**config.mk**
```make
export PLATFORM = sky130hd
export DESIGN_NAME = integracao
export DESIGN_NICKNAME = d
export VERILOG_FILES = /design/src/rtl/integracao.sv
export SDC_FILE = /design/constraint.sdc
export NUM_CORES = 1
export LEC_CHECK = 0
export CAP_MARGIN = 20
export CORE_AREA = 2 2 103 105
export CTS_CLUSTER_SIZE = 14
export DETAILED_ROUTE_END_ITERATION = 12
export DIE_AREA = 0 0 105 107
export PLACE_DENSITY = 0.79
export SLEW_MARGIN = 20
export SYNTH_ARGS = -nofsm -noshare
export SYNTH_HDL_FRONTEND = slang
export SYNTH_SLANG_ARGS = --single-unit
```
**constraint.sdc**
```tcl
create_clock -name clk -period 5.56 [get_ports clk]
set_input_delay 1.112 -clock clk [delete_from_list [all_inputs] [get_ports clk]]
set_output_delay 1.112 -clock clk [all_outputs]
set_load 0.01 [all_outputs]
```
**src/rtl/integracao.sv**
```systemverilog
// Datapath of the 8-bit stack CPU: LIFO operand stack, pop register, two temporaries and a combinational ALU.
// Latency: stack/temporary updates take one core cycle; ALU result and carry are combinational from tmp1/tmp2.
// Backpressure: none; push while full and pop while empty are silently dropped. Optional MUL opcode behind ALU_MUL_EN.
module integracao #(
    parameter int WIDTH = 8,
    parameter int DEPTH = 8
) (
    input  logic             clk,
    input  logic             rstn,
    input  logic [4:0]       opcode,
    input  logic [WIDTH-1:0] imm,
    input  logic [WIDTH-1:0] data,
    input  logic             push,
    input  logic             pop,
    input  logic             load,
    output logic             empty,
    output logic             full,
    output logic             carryout,
    output logic [WIDTH-1:0] s_ula,
    output logic [WIDTH-1:0] tmp1,
    output logic [WIDTH-1:0] tmp2,
    output logic [WIDTH-1:0] outpilha
);

    localparam int AW = (DEPTH > 1) ? $clog2(DEPTH) : 1;
    localparam int CW = AW + 1;

    localparam logic [4:0] OP_PUSH_D = 5'b00000;
    localparam logic [4:0] OP_PUSH_I = 5'b00001;
    localparam logic [4:0] OP_PUSH_T = 5'b00010;
    localparam logic [4:0] OP_ADD    = 5'b00100;
    localparam logic [4:0] OP_SUB    = 5'b00101;
    localparam logic [4:0] OP_AND    = 5'b00110;
    localparam logic [4:0] OP_OR     = 5'b00111;
    localparam logic [4:0] OP_XOR    = 5'b01000;
    localparam logic [4:0] OP_NOT    = 5'b01001;
    localparam logic [4:0] OP_SHL    = 5'b01010;
    localparam logic [4:0] OP_SHR    = 5'b01011;
`ifdef ALU_MUL_EN
    localparam logic [4:0] OP_MUL    = 5'b01100;
`endif

    // Architectural state
    logic [CW-1:0]    count_q, count_d;
    logic [WIDTH-1:0] outpilha_q, outpilha_d;
    logic [WIDTH-1:0] tmp1_q, tmp1_d;
    logic [WIDTH-1:0] tmp2_q, tmp2_d;
    logic [WIDTH-1:0] mem_q [DEPTH];

    // Stack write port and helpers
    logic             mem_we;
    logic [AW-1:0]    mem_waddr;
    logic [WIDTH-1:0] push_src;
    logic [CW-1:0]    count_m1;
    logic [AW-1:0]    top_idx;
    logic             do_push;
    logic             do_pop;
    logic [WIDTH:0]   alu_res;

`ifdef ALU_MUL_EN
    logic [2*WIDTH-1:0] mul_prod;
    assign mul_prod = tmp1_q * tmp2_q;
`endif

    // Flags decode straight from the registered count so they change one edge after the push/pop
    assign empty    = (count_q == '0);
    assign full     = (count_q == CW'(DEPTH));
    assign tmp1     = tmp1_q;
    assign tmp2     = tmp2_q;
    assign outpilha = outpilha_q;
    assign s_ula    = alu_res[WIDTH-1:0];
    assign carryout = alu_res[WIDTH];

    // ALU: 9-bit result whose MSB is the carry/borrow/shift-out flag
    always_comb begin
        alu_res = {1'b0, tmp1_q};
        unique case (opcode)
            OP_ADD:  alu_res = {1'b0, tmp1_q} + {1'b0, tmp2_q};
            OP_SUB:  alu_res = {1'b0, tmp1_q} - {1'b0, tmp2_q};
            OP_AND:  alu_res = {1'b0, tmp1_q & tmp2_q};
            OP_OR:   alu_res = {1'b0, tmp1_q | tmp2_q};
            OP_XOR:  alu_res = {1'b0, tmp1_q ^ tmp2_q};
            OP_NOT:  alu_res = {1'b0, ~tmp1_q};
            OP_SHL:  alu_res = {tmp1_q, 1'b0};
            OP_SHR:  alu_res = {tmp1_q[0], 1'b0, tmp1_q[WIDTH-1:1]};
`ifdef ALU_MUL_EN
            OP_MUL:  alu_res = {|mul_prod[2*WIDTH-1:WIDTH], mul_prod[WIDTH-1:0]};
`endif
            default: alu_res = {1'b0, tmp1_q};
        endcase
    end

    // Push source selection; every non-push opcode feeds the ALU result back
    always_comb begin
        push_src = s_ula;
        unique case (opcode)
            OP_PUSH_D: push_src = data;
            OP_PUSH_I: push_src = imm;
            OP_PUSH_T: push_src = tmp1_q;
            default:   push_src = s_ula;
        endcase
    end

    // Stack control: push+pop on a non-empty stack replaces the top in place, even when full
    always_comb begin
        count_m1   = count_q - CW'(1);
        top_idx    = count_m1[AW-1:0];
        do_pop     = pop && !empty;
        do_push    = push && (!full || do_pop);
        count_d    = count_q;
        outpilha_d = outpilha_q;
        mem_we     = 1'b0;
        mem_waddr  = count_q[AW-1:0];
        if (do_pop) begin
            outpilha_d = mem_q[top_idx];
        end
        if (do_push && do_pop) begin
            mem_we    = 1'b1;
            mem_waddr = top_idx;
        end else if (do_push) begin
            mem_we    = 1'b1;
            mem_waddr = count_q[AW-1:0];
            count_d   = count_q + CW'(1);
        end else if (do_pop) begin
            count_d   = count_m1;
        end
    end

    // Temporaries shift on load, using the pre-edge outpilha
    always_comb begin
        tmp1_d = tmp1_q;
        tmp2_d = tmp2_q;
        if (load) begin
            tmp1_d = outpilha_q;
            tmp2_d = tmp1_q;
        end
    end

    // Stack storage needs no reset: entries above the count are never read
    always_ff @(posedge clk) begin
        if (mem_we) begin
            mem_q[mem_waddr] <= push_src;
        end
    end

    // Control state registers with asynchronous clear
    always_ff @(posedge clk or negedge rstn) begin
        if (!rstn) begin
            count_q    <= '0;
            outpilha_q <= '0;
            tmp1_q     <= '0;
            tmp2_q     <= '0;
        end else begin
            count_q    <= count_d;
            outpilha_q <= outpilha_d;
            tmp1_q     <= tmp1_d;
            tmp2_q     <= tmp2_d;
        end
    end

endmodule

```
==> summary.txt <==
leakage power -> 2.51 nW
Final WS setup -> 0.103 ns
io pins -> 61
power per cell area -> 536 nW/um2
Mapped Nets -> 544
Synth top area share -> 35.3%
Critical Path AT -> 4.35 ns
TritonCTS Sinks -> 92
top cells by area, synth -> edfxtp_1 (35%), dfrtp_1 (13%), mux4_2 (6.6%)
DIE AREA -> 11200 um2
yosys warns -> 0
Synth-to-Final Area Change -> 19.1%
DRC Markers -> 0
r2r setup slk -> 1.94 ns
Critical Path Start Type -> primary input
drt wl/cell -> 20.3 um
outcome -> complete, no violations
fmax -> 0.183 GHz
Comb power frac -> 54.0%
CTS Buffer Depth -> 2
vias in the first global route -> 4107
Final Setup Violations -> 0
most common cell in the synthesized netlist -> edfxtp_1
RR Endpoint -> mem_q[0][6]$_DFFE_PP_
fin. max-slew vios -> 0
cell area after layout -> 6490 um2
first-pass GRT wire length -> 22.7 mm
Psw -> 1.42 mW
Peak VDD IR -> 266 uV
H-tree levels -> 3
DR iter-0 viols -> 417
Hold-fix buffers, CTS -> 0
Mapped Area -> 5450 um2
Post-Syn Area per Cell -> 11.1 um2
synth cell count leaders -> edfxtp_1 (64), o21ai_0 (49), nand2_1 (44), nor2_1 (41)
Required @ worst endpoint -> 4.45 ns
clock root buffer -> clkbuf_8
core area -> 10100 um2
area share of xor/xnor cells in the synthesized design -> 2.07%
cell taking the most area after synthesis -> edfxtp_1
Hold WC Path Type -> register to register
final WL -> 14.2 mm
Inserted Clock Buffers -> 9
Net Sw Frac -> 41.0%
CP Class -> primary input to output pin
Cell Int Power -> 2.05 mW
final hold slack -> 0.512 ns
share of cells above drive strength 1 -> 14.0%
GP Congestion -> 0.995
initial antenna violation count -> 0
remaining global-route overflow -> 0
Synth Area in Adders -> 6.80%
Tightest Pin Transition -> 0.958 ns
vias per cell -> 6.22
row cnt -> 37
clock-pin slew on the worst setup and hold paths -> 0.09 ns
largest family of logic cells by synthesized area -> compound AO/OA/AOI/OAI gates
final hold violation count -> 0
pre-CTS setup slack -> -0.0817 ns
First-pass DRT Iterations -> 5
Synth Flop Type -> edfxtp_1
crit path time final -> 5.46 ns
EDFF count, synth -> 64
Slew headroom -> 35.9%
Post-Syn Instances -> 489
hold worst-path end -> tmp1[6]$_DFFE_PN0P_
clk_skew -> 0.00848 ns
Tcrit/Tclk final -> 98.2%
register share of total power -> 33.4%
Crit Path Max Fanout -> 6
Synth Register Bits -> 92
clock group share of total power -> 12.6%
total track usage -> 26.5%
via count -> 4360
largest net degree at the start of global routing -> 33
Starting Density -> 54.0%
Simple-Gate Fraction of Synth Area -> 13.8%
Area after DPL -> 6250 um2
Compound-Gate Fraction of Synth Area -> 15.1%
Netlist cell types -> 74
FF-to-FF path depth -> 12
worst r2r src -> count_q[0]$_DFFE_PN0P_
Finished Core Util -> 64.3%
RSZ-0062 raised after global routing -> no
min-delay src -> outpilha[6]$_DFFE_PN0P_
Crit. End Element -> output pin
Chip Height -> 107 um
final-stage net count -> 615
WHS Path Cells -> 2
Buffers on Ports -> 60
Seq/Total Area, Yosys -> 48.2%
ANT nets after route -> 0
Overall Power -> 3.48 mW
ys async rst share -> 30.4%
ANT cells -> 0
Die W -> 105 um
mux contribution to synthesized area -> 9.90%
Clk Latency, worst-skew pair -> 0.35 ns
Max-cap violations -> 0
CTS tree -> done
dpl hpwl -> 10.3 mm
[cells by family after synthesis]
| logic type | after synthesis |
|---|---|
| adders and majority gates | 29 |
| buffers and inverters | 49 |
| muxes | 33 |
| xor gates and xnor gates | 12 |
| DFF | 92 |
| AOI/OAI and AO/OA | 129 |
| and+or+nand+nor | 145 |
[state kept, by name, summed over array words and instances (netlist names)]
signal	cells
outpilha	8
tmp1	8
mem_q	64
count_q	4
tmp2	8
[routing by layer]
layer | wire length, um | share of wire (%) | up-vias | global-route usage [%]
li1 | - | - | 1979 | -
met4 | 280 | 2.0 | 0 | 7.14
met2 | 6750 | 47 | 253 | 41.9
met3 | 1240 | 8.7 | 35 | 6.20
met1 | 5970 | 42 | 2093 | 37.2
met5 | 0 | 0 | - | 0
[through the flow]
step / std cells / TNS [ns]
after global placement: 684 / 0
after CTS: 700 / 0
after floorplan: 489 / 0
after detailed placement: 684 / -0.127
final: 701 / 0
after global routing: 701 / 0
[cell type report]
cell class | instances | area (um2)
multi-input cells | 348 | 2620
well taps | 136 | 170
clock buffers | 10 | 128
repair buffers | 83 | 786
clock inverters | 6 | 68.8
fillers | 810 | 3600
flip-flops and latches | 92 | 2620
inverters | 26 | 97.6
[how the worst max path moves through the flow]
| stage | startpoint | to | slack, ns | cells past startpoint |
|---|---|---|---|---|
| after detailed placement | opcode[3] | s_ula[4] | -0.08 | 11 |
| after global placement | opcode[3] | s_ula[4] | 0.004 | 11 |
| final | opcode[3] | s_ula[5] | 0.10 | 13 |
| after floorplan | opcode[4] | s_ula[4] | 0.78 | 10 |
| after CTS | opcode[3] | s_ula[6] | 0.003 | 11 |
| after global routing | opcode[3] | s_ula[5] | 0.004 | 13 |
[cell usage in the layout (no fill, tap or decap), types with 4 or more instances in the layout]
cell             netlist  final
nor2_1                41     41
a21oi_1               27     26
nor4_1                 4      4
clkdlybuf4s50_1        0     55
buf_4                  2     23
ha_1                  28     28
nand2b_1              11     11
nor3_2                 2      4
clkbuf_8               0      9
inv_1                 26     26
nor2b_1                4      4
a31oi_1                5      5
edfxtp_1              64     64
mux4_2                16     16
mux2i_1               13     13
o21ai_0               49     49
o22ai_1                5      5
nor3_1                10      8
dfrtp_1               28     28
nand2_1               44     44
dlymetal6s2s_1         0      5
xnor2_1               10     10
nand3_1               10     10
[worst max-delay path, cell delays in order]
cell and delay, ns:
clkdlybuf4s50_1 0.43, or4b_4 0.57, nor2_4 0.12, buf_4 0.15, nor2_1 0.05, xnor2_1 0.13, ha_1 0.35, o21a_1 0.15
o31a_1 0.17, mux2i_1 0.25, nand4_1 0.20, o21a_1 0.16, clkdlybuf4s50_1 0.48
[power groups by stage]
stage                     clock network, mW  registers [mW]  logic (mW)
final                                 0.439            1.16        1.88
after global routing                  0.478            1.18        2.06
after floorplan                           0            1.12        1.18
after CTS                             0.446            1.16        1.85
after detailed placement                  0            1.17        1.83
after global placement                    0            1.16        1.79
[repair_timing]
| item | in CTS | in global routing |
|---|---|---|
| gates resized for setup | 2 | 7 |
| setup buffers | 0 | 1 |
| pin swaps | 1 | 4 |
| endpoints found under the setup margin | 3 | 6 |
Power figures use the tool's default switching activity.
